**src/rtl/evm_pkg.sv**
```systemverilog
// Shared types and constants for the EVM voting FSM and the vote tally block.
package evm_pkg;

  localparam int NUM_PARTY = 4;

  // Officer key position, also used by the voting FSM
  localparam logic MODE_VOTE   = 1'b1;
  localparam logic MODE_RESULT = 1'b0;

  typedef logic [1:0] party_t;

  typedef enum logic [1:0] {
    VOTE = 2'd0,
    SCAN = 2'd1,
    HOLD = 2'd2
  } state_t;

endpackage

```
**src/rtl/evm_sat_counter.sv**
```systemverilog
// Per-party tally: counts up on inc and sticks at all-ones; clr has priority.
module evm_sat_counter
  import evm_pkg::*;
#(
  parameter int CNT_W = 8
) (
  input  logic             clk,
  input  logic             reset,
  input  logic             inc,
  input  logic             clr,
  output logic [CNT_W-1:0] count,
  output logic             sat
);

  localparam logic [CNT_W-1:0] CNT_MAX = '1;

  logic [CNT_W-1:0] count_reg;

  // Counter register: clear wins, increment stops at the ceiling
  always_ff @(posedge clk or posedge reset) begin
    if (reset) begin
      count_reg <= '0;
    end else if (clr) begin
      count_reg <= '0;
    end else if (inc && (count_reg != CNT_MAX)) begin
      count_reg <= count_reg + CNT_W'(1);
    end
  end

  assign count = count_reg;
  assign sat   = (count_reg == CNT_MAX);

endmodule

```
**src/rtl/evm_vote_tally.sv**
```systemverilog
// Vote tally: four saturating party counters, running total, sticky overflow,
// and a 4-cycle sequential winner/tie scan entered when the officer selects
// result mode. Counts are only visible while results are being held.
module evm_vote_tally
  import evm_pkg::*;
#(
  parameter int CNT_W = 8
) (
  input  logic             clk,
  input  logic             reset,
  input  logic             mode,
  input  logic             vote_valid,
  input  logic [1:0]       incr_party_vote,
  input  logic [1:0]       result_sel,
  input  logic             clear_req,
  output logic [CNT_W-1:0] disp_count,
  output logic [CNT_W+1:0] total_votes,
  output logic [1:0]       winner,
  output logic             winner_valid,
  output logic             tie,
  output logic             overflow,
  output logic             busy
);

  state_t state_reg, state_next;
  party_t idx_reg, idx_next;

  logic [CNT_W-1:0] cnt [NUM_PARTY];
  logic [NUM_PARTY-1:0] sat;
  logic [NUM_PARTY-1:0] inc;

  logic [CNT_W-1:0] best_reg, best_next;
  party_t           best_idx_reg, best_idx_next;
  logic             tie_scan_reg, tie_scan_next;
  logic [CNT_W-1:0] cur_cnt;

  logic [CNT_W+1:0] total_reg;
  logic             overflow_reg;
  party_t           winner_reg;
  logic             tie_reg;
  logic             winner_valid_reg;

  logic accept;
  logic vote_sat;
  logic do_clear;
  logic scan_last;

  // A vote only counts while the booth is open; the mode-change cycle drops it
  assign accept    = (state_reg == VOTE) && (mode == MODE_VOTE) && vote_valid;
  assign vote_sat  = sat[incr_party_vote];
  // Clearing is only possible once results are frozen, never mid-election
  assign do_clear  = (state_reg == HOLD) && clear_req;
  assign scan_last = (state_reg == SCAN) && (idx_reg == party_t'(NUM_PARTY - 1));

  generate
    for (genvar gi = 0; gi < NUM_PARTY; gi++) begin : g_party
      assign inc[gi] = accept && (incr_party_vote == party_t'(gi));

      evm_sat_counter #(
        .CNT_W(CNT_W)
      ) u_cnt (
        .clk  (clk),
        .reset(reset),
        .inc  (inc[gi]),
        .clr  (do_clear),
        .count(cnt[gi]),
        .sat  (sat[gi])
      );
    end
  endgenerate

  assign cur_cnt = cnt[idx_reg];

  // State register for the vote/scan/hold controller and scan index
  always_ff @(posedge clk or posedge reset) begin
    if (reset) begin
      state_reg <= VOTE;
      idx_reg   <= '0;
    end else begin
      state_reg <= state_next;
      idx_reg   <= idx_next;
    end
  end

  // Next-state logic and the running-maximum step of the scan
  always_comb begin
    state_next    = state_reg;
    idx_next      = idx_reg;
    best_next     = best_reg;
    best_idx_next = best_idx_reg;
    tie_scan_next = tie_scan_reg;
    case (state_reg)
      VOTE: begin
        if (mode == MODE_RESULT) begin
          state_next = SCAN;
          idx_next   = '0;
        end
      end
      SCAN: begin
        idx_next = idx_reg + party_t'(1);
        if (idx_reg == '0) begin
          best_next     = cur_cnt;
          best_idx_next = '0;
          tie_scan_next = 1'b0;
        end else if (cur_cnt > best_reg) begin
          best_next     = cur_cnt;
          best_idx_next = idx_reg;
          tie_scan_next = 1'b0;
        end else if (cur_cnt == best_reg) begin
          // Lower index keeps the win; only the tie flag is raised
          tie_scan_next = 1'b1;
        end
        if (scan_last) begin
          state_next = HOLD;
        end
      end
      HOLD: begin
        if (!clear_req && (mode == MODE_VOTE)) begin
          state_next = VOTE;
        end
      end
      default: begin
        state_next = VOTE;
        idx_next   = '0;
      end
    endcase
  end

  // Scan working registers; a reset mid-scan discards any partial result
  always_ff @(posedge clk or posedge reset) begin
    if (reset) begin
      best_reg     <= '0;
      best_idx_reg <= '0;
      tie_scan_reg <= 1'b0;
    end else begin
      best_reg     <= best_next;
      best_idx_reg <= best_idx_next;
      tie_scan_reg <= tie_scan_next;
    end
  end

  // Published result: loaded on the final scan step, invalidated on clear or resume
  always_ff @(posedge clk or posedge reset) begin
    if (reset) begin
      winner_reg       <= '0;
      tie_reg          <= 1'b0;
      winner_valid_reg <= 1'b0;
    end else if (scan_last) begin
      winner_reg       <= best_idx_next;
      tie_reg          <= tie_scan_next;
      winner_valid_reg <= 1'b1;
    end else if (do_clear) begin
      winner_valid_reg <= 1'b0;
    end else if ((state_reg == HOLD) && (mode == MODE_VOTE)) begin
      winner_valid_reg <= 1'b0;
    end
  end

  // Running total and sticky overflow track only the votes the counters took
  always_ff @(posedge clk or posedge reset) begin
    if (reset) begin
      total_reg    <= '0;
      overflow_reg <= 1'b0;
    end else if (do_clear) begin
      total_reg    <= '0;
      overflow_reg <= 1'b0;
    end else if (accept) begin
      if (vote_sat) begin
        overflow_reg <= 1'b1;
      end else begin
        total_reg <= total_reg + (CNT_W + 2)'(1);
      end
    end
  end

  assign disp_count   = (state_reg == HOLD) ? cnt[result_sel] : '0;
  assign total_votes  = (state_reg == HOLD) ? total_reg : '0;
  assign busy         = (state_reg == SCAN);
  assign winner       = winner_reg;
  assign tie          = tie_reg;
  assign winner_valid = winner_valid_reg;
  assign overflow     = overflow_reg;

endmodule

```
**config.mk**
```make
export PLATFORM = sky130hd
export DESIGN_NAME = evm_vote_tally
export DESIGN_NICKNAME = d
export VERILOG_FILES = /design/src/rtl/evm_pkg.sv /design/src/rtl/evm_sat_counter.sv /design/src/rtl/evm_vote_tally.sv
export SDC_FILE = /design/constraint.sdc
export NUM_CORES = 1
export LEC_CHECK = 0
export BUFFER_PORTS_ARGS = -buffer_cell sky130_fd_sc_hd__buf_2
export CELL_PAD_IN_SITES_DETAIL_PLACEMENT = 2
export CELL_PAD_IN_SITES_GLOBAL_PLACEMENT = 2
export CORE_ASPECT_RATIO = 0.8
export CORE_MARGIN = 1.5
export CORE_UTILIZATION = 41
export CTS_BUF_LIST = sky130_fd_sc_hd__clkbuf_8
export DETAILED_ROUTE_END_ITERATION = 8
export PLACE_DENSITY_LB_ADDON = 0.2
export SYNTH_ARGS = -nofsm -noshare
export SYNTH_HDL_FRONTEND = slang
export SYNTH_HIERARCHICAL = 1
export SYNTH_SLANG_ARGS = --single-unit
```
**constraint.sdc**
```tcl
create_clock -name clk -period 3.25 [get_ports clk]
set_input_delay 0.65 -clock clk [delete_from_list [all_inputs] [get_ports clk]]
set_output_delay 0.65 -clock clk [all_outputs]
set_load 0.01 [all_outputs]
```
# [Yosys cells after proc, flatten, opt, wreduce, memory -nomap -nowiden]
# Cells that the tools add are included.
[op_classes] addsub=6 magnitude_cmp=4 n_eq_ne=19 n_mux=42 bitwise=3 reduce_logical=31
[op_table] op="2-to-1 mux 8 bit" count=15
[op_table] op="2-to-1 mux 10 bit" count=4
[op_table] op="adder 8 x 1 -> 8 bit, second input constant" count=4
[op_table] op="binary-select mux 8 bit (select 2 bit)" count=2
[op_table] op="equality test 8 bit, second input constant" count=4
[op_table] op="inequality test 8 bit, second input constant" count=4
[op_table] op="logical AND 1 bit" count=14
[op_table] op="2-to-1 mux 2 bit" count=7
[op_table] op="nonzero test 2 bit" count=7
[op_table] op="one-hot mux 2 bit (3 select lines)" count=2
[op_table] op="2-to-1 mux 1 bit" count=11
[op_table] op="adder 10 x 1 -> 10 bit, second input constant" count=1
[op_table] op="equality test 2 bit, second input constant" count=4
[op_table] op="equality test 8 bit" count=1
[op_table] op="> comparator 8 bit" count=1
[op_table] op="AND reduction 2 bit" count=4
[op_table] op="greater-or-equal comparator 3 bit, second input constant" count=2
[op_table] op="zero test 2 bit" count=3
[op_table] op="NOT 2 -> 3 bit" count=2
[op_table] op="equality test 2 x 1 -> 1 bit, second input constant" count=2
[op_table] op="inequality test 2 x 1 -> 1 bit, second input constant" count=2
[op_table] op="inequality test 2 bit, second input constant" count=2
[op_table] op="less-than comparator 2 x 3 -> 1 bit, second input constant" count=1
[op_table] op="AND reduction 3 bit" count=1
[op_table] op="other kinds (5)" count=5
[word_totals] reg_bits=62 input_bits=9 output_inout_bits=24 elab_cells=119

# [Depth between registers and ports, before layout]
# Gate-level depths: netlist of the first run.
[depth] word_depth=9 ltp_mapped=10 ltp_nobuf=8

# [Cells and area by module]
# The synthesis of the first run kept the hierarchy.
[by_module_without_submodules] mod="evm_vote_tally" n_inst=1 cells_per_inst=202 area_each_um2=2155.8 seq_area_each_um2=750.7
[by_module_without_submodules] mod="evm_sat_counter" n_inst=4 cells_per_inst=48 area_each_um2=491.7 seq_area_each_um2=200.2

# [Worst setup path before layout of the first run]
# OpenSTA, ideal clock, no wires.
[synth_timing] kind="reg2reg" start="register idx_reg[0]" end="register best_reg[0]" setup_time_ns=0.128 t_arrival_ns=2.647 t_required_ns=3.122 path_slack_ns=0.476 path_stages_with_launch=10 path_buffers=2 synth_period_minus_slack_ns=2.774 cell_sequence="dfrtp_1 buf_2 mux4_2 ha_1 nand4_1 or2_1 o21a_1 o31a_1 buf_2 mux2_1"
[synth_via] elab_chain_len=7 word_cells_on_any_way=10 cone_classes="1 x order compare; 5 x mux; 1 x bitwise; 3 x reduce/logical"
[synth_lines] element="start: declaration" line_no="evm_vote_tally.sv:26" rtl="party_t idx_reg, idx_next;"
[synth_lines] element="start signal: assignment" line_no="evm_vote_tally.sv:81" rtl="idx_reg <= idx_next;"
[synth_lines] element="NOT 2 -> 3 bit (not written as such)" line_no="evm_vote_tally.sv:72" rtl="assign cur_cnt = cnt[idx_reg];"
[synth_lines] element="binary-select mux 8 bit (select 2 bit)" line_no="evm_vote_tally.sv:72"
[synth_lines] element="2-to-1 mux 8 bit (not written as such) (2 in a row)" line_no="evm_vote_tally.sv:72"
[synth_lines] element="via cur_cnt[7]" line_no="evm_vote_tally.sv:35" rtl="logic [CNT_W-1:0] cur_cnt;"
[synth_lines] element="> comparator 8 bit" line_no="evm_vote_tally.sv:105" rtl="end else if (cur_cnt > best_reg) begin"
[synth_lines] element="nonzero test 2 bit (no source line)"
[synth_lines] element="AND reduction 2 bit (no source line)"
[synth_lines] element="end signal: assignment" line_no="evm_vote_tally.sv:136" rtl="best_reg <= best_next;"
[synth_lines] element="end: declaration" line_no="evm_vote_tally.sv:32" rtl="logic [CNT_W-1:0] best_reg, best_next;"
# The timed path passes the listed nets, and every way through them passes these cells. The select of a mux whose other input is x is not followed.
# A chain may end at the register's enable or synchronous reset.

# [Worst setup path in the final report of the first run]
[layout_timing] start="register idx_reg[0]" end="register best_reg[4]"
# Same word-level chain as after synthesis.

==> metrics.txt, run 1 <==
Die H 92.69 um; Layout Cells excl Fill 574; latest clock arrival within the worst-skew pair 0.35 ns; most frequent cells in the layout dfrtp_1, buf_2, nor2_1; RSZ-0062 raised after global routing no; Critical Path AT 3.20 ns; Slew @ Worst Pin 0.6569 ns; Max Slew Vio Count 0; Port-buffer cells 32; antenna violations before repair 0; Worst slew margin a little under three fifths; highest-delay cell along the critical path dfrtp_2; H-Tree Level Count 3; Syn Area/Cell between 10 and 15 um^2; final setup TNS 0 ns; number of global-route vias before repair approximately 3700; largest net degree at the start of global routing 50; met1 Usage GRT 35.53%; layout cell share with drive strength beyond 1 23.97%; Worst Skew between 0.004 and 0.005 ns; Longest Clk Path Bufs 2; total wire length 12840 um; die width ~120 um; first-pass GRT wire length 20910 um; post-synthesis cell count 394; number of max-cap violations 0; gp weighted congestion 0.8511; status finished clean; global-route met3 utilization ~4.5%; final instance area 4636 um^2; Period minus WS final 2.966 ns; worst slack, placed around 0.024 ns; Worst Setup Path Type reg -> reg; Routed Antenna Nets 0; FP Rows 32; drt first pass iters 4; CTS tree built; worst setup margin 0.2841 ns; ys async rst share 100.0%; Hold Crit Class in -> async; DP Cell Count 558; max FFs per register 32; Worst Setup Start Kind flop; reg2reg end best_reg[4]; post-layout util roughly 48%; Synth Register Bits 62; Final Hold Fails 0; gr ovfl total 0; reg2reg path depth 7; Largest stage delay, worst path 0.60 ns; GRT met2 Usage 43.06%; hold_ws 0.3145 ns; detailed placement HPWL 9183 um; Worst Setup SP idx_reg[0]; maximum operating frequency 0.3372 GHz; Required @ worst endpoint approximately 3.5 ns; Layout area overhead 12.44%; crit-path leading delay family multiplexers; Worst R2R Start idx_reg[0]; IO Count 33; Post-DP Area about 4400 um^2; Ys Warns 6; Syn Nets 418; n_diodes 0; period utilization 91.26%; Via Count 3434; Post-synth EDFFs 0; CP Cell Sequence mux4_2 -> ha_1 -> nor2b_1 -> o211ai_1 -> a21oi_1 -> o31a_2 -> mux2_1; worst-path maximum fanout 13; most common cell after layout, fill and taps aside dfrtp_1; Post-CTS Hold Buffers 0; Seq/Total Area, Yosys between 30% and 40%; GRT busiest layer met2; top_reg_cell synth dfrtp_1; root buffer selected by CTS clkbuf_8; final setup violating endpoints 0; DR DRC count 0; R2R setup slack around 0.28 ns; DRT iter0 DRCs 164; core area 9689 um^2; number of distinct library cells after synthesis 51; gr usage total a little over a quarter; Worst VDD drop 0.2764 mV; area of the die roughly 11000 um^2; kind of end point of the critical path flop; Buf/Inv on CP 0; TritonCTS Sinks between 60 and 70; pwr/cell area around 640 nW/um^2; leak pwr between 2 and 2.5 nW; total CTS buffers 9; Starting Density 42.55%; Avg WL per Cell 22.37 um; Cell Area, Synth 4123 um^2; Overall Power 2.944 mW; vias per cell 5.983; Clock transition at path regs about 0.070 ns; Final nets between 400 and 500
## layout make-up
class | count | area [um^2]
clock buffer | 11 | 151.4
clock inverter | 5 | 48.80
fill | 1031 | 5054
inverter | 19 | 71.32
multi-input combinational | 293 | 2349
sequential | 62 | 1553
tap | 136 | 170.2
timing repair buffer | 48 | 292.8
## per-layer routing
layer | up-vias | wire length, um
met1 | 1813 | 5711
met4 | 0 | 149
met2 | 68 | 6419
li1 | 1539 | -
met5 | - | 0
met3 | 14 | 563
## synthesized netlist by cell type (2+ instances only)
cell / count / area share, %
dfrtp_1: 62 / 38
nor2_1: 31 / 2.8
inv_1: 19 / 1.7
and2_1: 18 / 2.7
mux4_2: 17 / 9.3
nand2_1: 17 / 1.5
nand4_1: 16 / 2.4
ha_1: 15 / 4.6
nor2b_1: 15 / 2.3
a21oi_1: 14 / 1.7
and3_1: 12 / 1.8
nor3_1: 11 / 1.3
nand2b_1: 10 / 1.5
a211oi_1: 9 / 1.6
nor3b_1: 9 / 1.6
a31oi_1: 8 / 1.2
a41oi_1: 8 / 1.7
mux2_1: 8 / 2.2
mux2_4: 8 / 2.9
nand3_1: 8 / 0.97
buf_2: 7 / 0.85
xor2_1: 7 / 1.5
and4_1: 5 / 1.1
mux2i_1: 5 / 1.2
o21ai_0: 5 / 0.61
a21boi_2: 4 / 1.1
a21oi_2: 4 / 0.85
a311oi_1: 4 / 0.85
and2_2: 4 / 0.73
buf_6: 4 / 1.1
clkbuf_1: 4 / 0.36
dlymetal6s2s_1: 4 / 1.2
o211ai_1: 2 / 0.36
o41ai_1: 2 / 0.42
xnor2_1: 2 / 0.42
## worst max-delay path by stage
stage                  endpoint  slack [ns]  cells past startpoint
floorplan           best_reg[0]        0.48                      9
global placement    best_reg[2]        0.23                      7
detailed placement  best_reg[3]        0.02                      7
CTS                 best_reg[4]        0.14                      7
global route        best_reg[3]        0.12                      7
finish              best_reg[4]        0.28                      7
## repair_timing
| item | CTS | global route |
|---|---|---|
| gates resized for setup | 1 | 1 |
| setup buffers | 0 | 0 |
| gates cloned | 0 | 0 |
| setup endpoints to repair | 8 | 1 |
## report_power, final
group          switching [mW]  internal (mW)
Sequential              0.236          0.904
Combinational           0.612          0.484
Clock                   0.319          0.389
Total                    1.17           1.78
## cell families after synthesis
kind of cell | Yosys count | synth area share [%]
buf+inv | 39 | 5.432
simple gates | 162 | 22.43
mux | 38 | 15.60
flops | 62 | 37.63
compound gates | 69 | 12.44
fa+ha+maj | 15 | 4.552
xor+xnor | 9 | 1.912
Power figures use the tool's default switching activity.
==> run 2: changes to the inputs <==
--- a/config.mk
+++ b/config.mk
@@ -13,6 +13,7 @@
 export CORE_UTILIZATION = 41
 export CTS_BUF_LIST = sky130_fd_sc_hd__clkbuf_8
 export DETAILED_ROUTE_END_ITERATION = 8
+export GPL_TIMING_DRIVEN = 0
 export PLACE_DENSITY_LB_ADDON = 0.2
 export SYNTH_ARGS = -nofsm -noshare
 export SYNTH_HDL_FRONTEND = slang
==> run 2 against run 1 <==
- via count shrank 1.7%
- clock skew rose by 0.0076 ns
- register-to-register slack worse by 0.09 ns
- final area is 1.1% higher
- worst hold slack worse by 0.011 ns
- critical path depth increased by 2
- utilization is 0.54 points higher
- sequential share of layout area shrank 0.40 points
- flip-flop and latch count did not move
- global-route usage down 1.5 points
- clock-buffer cell count down 1
- non-clock buffer count rose by 3
- largest power group is now combinational cells
- highest routed layer unchanged
==> metrics.txt, run 2 (same netlist as run 1, synthesis figures left out) <==
DR top layer met4; DR DRC count 0; largest net degree at the start of global routing 31; Final Hold Fails 0; max FFs per register 32; Starting Density a little over two fifths; die width ~120 um; Final nets 460; Worst Setup Path Type reg -> reg; drt first pass iters 4; most common cell after layout, fill and taps aside dfrtp_1; reg2reg path depth 9; DRT iter0 DRCs 132; Via Count 3377; Die H 92.69 um; layout cell share with drive strength beyond 1 22.00%; H-Tree Level Count 3; gr usage total 24.62%; antenna violations before repair 0; number of global-route vias before repair ~3600; most frequent cells in the layout dfrtp_1, buf_2, nor2_1; Avg WL per Cell 20.67 um; Worst Skew 0.01225 ns; root buffer selected by CTS clkbuf_8; Post-CTS Hold Buffers 0; Longest Clk Path Bufs 2; metal3 WL 400 um; FP Rows 32; Worst Setup Start Kind flop; Largest stage delay, worst path 0.56 ns; vias per cell a little under 6; R2R setup slack 0.19 ns; Period minus WS final 3.055 ns; latest clock arrival within the worst-skew pair 0.35 ns; Critical Path AT about 3.3 ns; Overall Power 2.970 mW; Worst slew margin 30.66%; reg2reg end best_reg[3]; Worst VDD drop 0.3536 mV; core area just under 10000 um^2; Worst Setup SP idx_reg[0]; Max Slew Vio Count 0; highest-delay cell along the critical path mux4_2; register area 1551 um^2; first-pass GRT wire length 19820 um; Required @ worst endpoint 3.48 ns; status finished clean; kind of end point of the critical path flop; detailed placement HPWL 8838 um; RSZ-0062 raised after global routing no; final setup TNS 0 ns; area occupied by multi-input gates 2347 um^2; area of the die 10670 um^2; number of max-cap violations 0; total CTS buffers 9; Routed Antenna Nets 0; total wire length 11930 um; layout filler cell count around 1000; met1 WL ~5400 um; maximum operating frequency roughly 0.33 GHz; n_diodes 0; CTS tree built; final setup violating endpoints 0; post_cts resized 0; leak pwr 2.202 nW; IO Count 33; gp weighted congestion 0.7884; CP Cell Sequence clkbuf_4 -> mux4_2 -> ha_1 -> nand4_1 -> or2_1 -> o21a_1 -> o31a_1 -> buf_2 -> mux2_1; Slew @ Worst Pin 1.032 ns; Port-buffer cells 30; setup bufs post-CTS 0; worst-path maximum fanout 10; Worst R2R Start idx_reg[0]; TritonCTS Sinks 62; pwr/cell area 633.6 nW/um^2; Clock transition at path regs 0.07 ns; Hold Crit Class in -> async; WL met2 around 6000 um; Layout area overhead 13.72%; gr ovfl total 0; period utilization between 90% and 100%
-- run 2: cell type report --
| type | count | area share [%] |
|---|---|---|
| multi-input cells | 293 | 50.07 |
| flip-flops and latches | 62 | 33.09 |
| repair buffers | 31 | 3.790 |
| well taps | 136 | 3.630 |
| plain buffers | 20 | 3.309 |
| clock buffers | 10 | 2.936 |
| clock inverters | 6 | 1.655 |
| inverters | 19 | 1.521 |
-- run 2: worst max-delay path by stage --
stage                       end  slack (ns)  cells after the start
floorplan           best_reg[0]        0.48                      9
global placement    best_reg[2]        0.18                      9
detailed placement  best_reg[2]        0.10                      9
CTS                 best_reg[2]         0.1                      9
global route        best_reg[3]       0.005                      9
finish              best_reg[3]        0.19                      9
-- run 2: where the power goes --
part | total, mW | switching, mW | internal [mW] | leakage [nW]
sequential | 1.09 | 0.186 | 0.904 | 0.837
combinational | 1.12 | 0.624 | 0.497 | 1.25
clock | 0.759 | 0.314 | 0.445 | 0.119
-- run 2: metrics by stage --
stage                     instances  hold slack [ns]  setup slack [ns]  utilization, %  area, um^2
after CTS                       576           0.3050           0.09841           48.08        4658
after global placement          560           0.4570            0.1752           45.85        4443
after floorplan                 394           0.4464            0.4757               -        4123
after detailed placement        560           0.4727            0.1029           45.85        4443
after global routing            577           0.3171          0.005464           48.39        4688
final                           577           0.3040            0.1948           48.39        4688
-- run 2: layer usage --
layer / vias up / track usage, %
met1: 1764 / 32.36
met3: 15 / 4.777
met5: - / 0
li1: 1551 / -
met2: 47 / 41.72
met4: 0 / 6.379
-- run 2: critical path: cells and delay by family, from the launching register on --
family | cells | cell delay, ns
multiplexers | 2 | 0.91
adder cells (fa/ha/maj) | 1 | 0.34
AO/OA/AOI/OAI | 2 | 0.26
buffers and inverters | 2 | 0.50
flip-flops | 1 | 0.46
AND/OR/NAND/NOR | 2 | 0.47
==> run 3: changes to the inputs <==
--- a/config.mk
+++ b/config.mk
@@ -15,6 +15,7 @@
 export DETAILED_ROUTE_END_ITERATION = 8
 export GPL_TIMING_DRIVEN = 0
 export PLACE_DENSITY_LB_ADDON = 0.2
+export REMOVE_ABC_BUFFERS = 1
 export SYNTH_ARGS = -nofsm -noshare
 export SYNTH_HDL_FRONTEND = slang
 export SYNTH_HIERARCHICAL = 1
==> run 3 against run 2 <==
- combinational power fell by 6%
- total power shrank 4.4%
- critical path depth shrank 2
- non-clock buffer count fell by 17
- global-route usage fell by 0.28 points
- final area down 3.5%
- critical path type unchanged
- largest cell class unchanged
- largest power group is now sequential cells
==> metrics.txt, run 3 (same netlist as run 1, synthesis figures left out) <==
maximum operating frequency 0.3299 GHz; Worst R2R Start idx_reg[0]; root buffer selected by CTS clkbuf_8; register area 1553 um^2; total net switching power 1.105 mW; Required @ worst endpoint 3.48 ns; antenna violations before repair 0; detailed placement HPWL 8430 um; Final nets roughly 440; IO Count 33; Worst Skew 0.008728 ns; Port-buffer cells 32; worst setup margin 0.2187 ns; TritonCTS Sinks 62; Longest Clk Path Bufs 2; Die H 92.69 um; Period minus WS final 3.031 ns; combinational power share 36.9%; first-pass GRT wire length 19610 um; kind of end point of the critical path flop; number of max-cap violations 0; worst-path maximum fanout 13; period utilization between 90 and 100%; gr usage total 24.34%; Hold Crit Class in -> async; Net Sw Frac 38.91%; Worst Setup Path Type reg -> reg; total CTS buffers 9; area occupied by multi-input gates 2347 um^2; final setup TNS 0 ns; Layout area overhead 9.772%; Worst Setup Start Kind flop; Worst Setup SP idx_reg[0]; status finished clean; Final Hold Fails 0; final setup violating endpoints 0; Worst VDD drop 0.2789 mV; layout filler cell count 1070; area of the die roughly 11000 um^2; gr ovfl total 0; Routed Antenna Nets 0; gp weighted congestion 0.7613; Critical Path AT 3.26 ns; drt first pass iters 4; vias per cell 5.908; die width ~120 um; P_int 1.735 mW; n_diodes 0; most common cell after layout, fill and taps aside dfrtp_1; FP Rows 32; Starting Density 42.55%; clock power share 23.1%; largest net degree at the start of global routing 37; Max Slew Vio Count 0; RSZ-0062 raised after global routing no; core area 9689 um^2; number of global-route vias before repair 3535; leak pwr 2.033 nW; pwr/cell area 627.7 nW/um^2; reg2reg end best_reg[0]; reg2reg path depth 7; sequential power share 40.0%; Worst slew margin 20.77%; H-Tree Level Count 3; Avg WL per Cell 21.31 um; DR DRC count 0; latest clock arrival within the worst-skew pair 0.35 ns; Clock transition at path regs 0.07 ns; Via Count 3291; CTS tree built; most frequent cells in the layout dfrtp_1, buf_2, nor2_1; worst slack, placed ~0.046 ns; layout cell share with drive strength beyond 1 20.90%; R2R setup slack 0.22 ns; Slew @ Worst Pin 1.186 ns; DRT iter0 DRCs 141; Setup crit end best_reg[0]; max FFs per register 32; total wire length 11870 um; Post-CTS Hold Buffers 0
## run 3: cell count changes in the layout (fill, tap and decap cells not counted), moves of 2 or more
| cell | change |
|---|---|
| buf_2 | -4 |
| buf_6 | -4 |
| clkbuf_1 | -4 |
| dlymetal6s2s_1 | -4 |
| inv_1 | -2 |
## run 3: area by class of cell
class,count,area share [%]
Multi-Input combinational cell,293,51.87
Sequential cell,62,34.31
Timing Repair Buffer,34,4.589
Tap cell,136,3.760
Clock buffer,10,3.041
Inverter,19,1.576
Clock inverter,3,0.8571
## run 3: worst min path at each step
stage                    start                        end  slack, ns  cells past startpoint
2_1_floorplan  best_idx_reg[1]            best_idx_reg[1]       0.45                      2
3_3_place_gp      winner_valid               winner_valid       0.46                      2
3_5_place_dp               tie                        tie       0.47                      2
4_1_cts                  reset  g_party[1].u_cnt/count[1]       0.34                      2
5_1_grt                  reset  g_party[0].u_cnt/count[3]       0.34                      2
6_report                 reset  g_party[0].u_cnt/count[5]       0.34                      2
## run 3: power groups by stage
stage	Clock (mW)	Combinational, mW	Sequential [mW]
after global routing	0.707	1.17	1.17
after detailed placement	0	1.04	1.15
after CTS	0.678	1.05	1.13
final	0.656	1.05	1.14
after floorplan	0	0.759	1.07
after global placement	0	0.977	1.13
## run 3: worst max-delay path, cell delays in order, from the launching register on
cell and delay [ns]:
dfrtp_2 0.59, mux4_2 0.60, ha_1 0.31, nor2b_1 0.13
o211ai_1 0.26, a21oi_1 0.13, o31a_1 0.49, mux2_1 0.39
## run 3: through the flow
| step | utilization (%) | std cells | total power, mW | hold WS, ns | area, um^2 |
|---|---|---|---|---|---|
| finish | 46.71 | 557 | 2.841 | 0.3373 | 4526 |
| global route | 46.71 | 557 | 3.045 | 0.3434 | 4526 |
| CTS | 46.41 | 556 | 2.864 | 0.3357 | 4497 |
| detailed placement | 44.59 | 543 | 2.186 | 0.4729 | 4320 |
| global placement | 44.38 | 542 | 2.108 | 0.4553 | 4300 |
| floorplan | - | 374 | 1.831 | 0.4464 | 3970 |
## run 3: what timing repair did
item	in CTS	in global routing
resized for setup	0	1
buffers inserted	0	0
endpoints found under the setup margin	0	9
## run 3: routing by layer
layer / GRT usage, % / vias up / share of wire [%]
li1: - / 1510 / -
met1: 33.82 / 1717 / 47
met2: 38.79 / 52 / 49
met3: 5.039 / 12 / 3.6
met4: 6.379 / 0 / 1.2
met5: 0 / - / 0
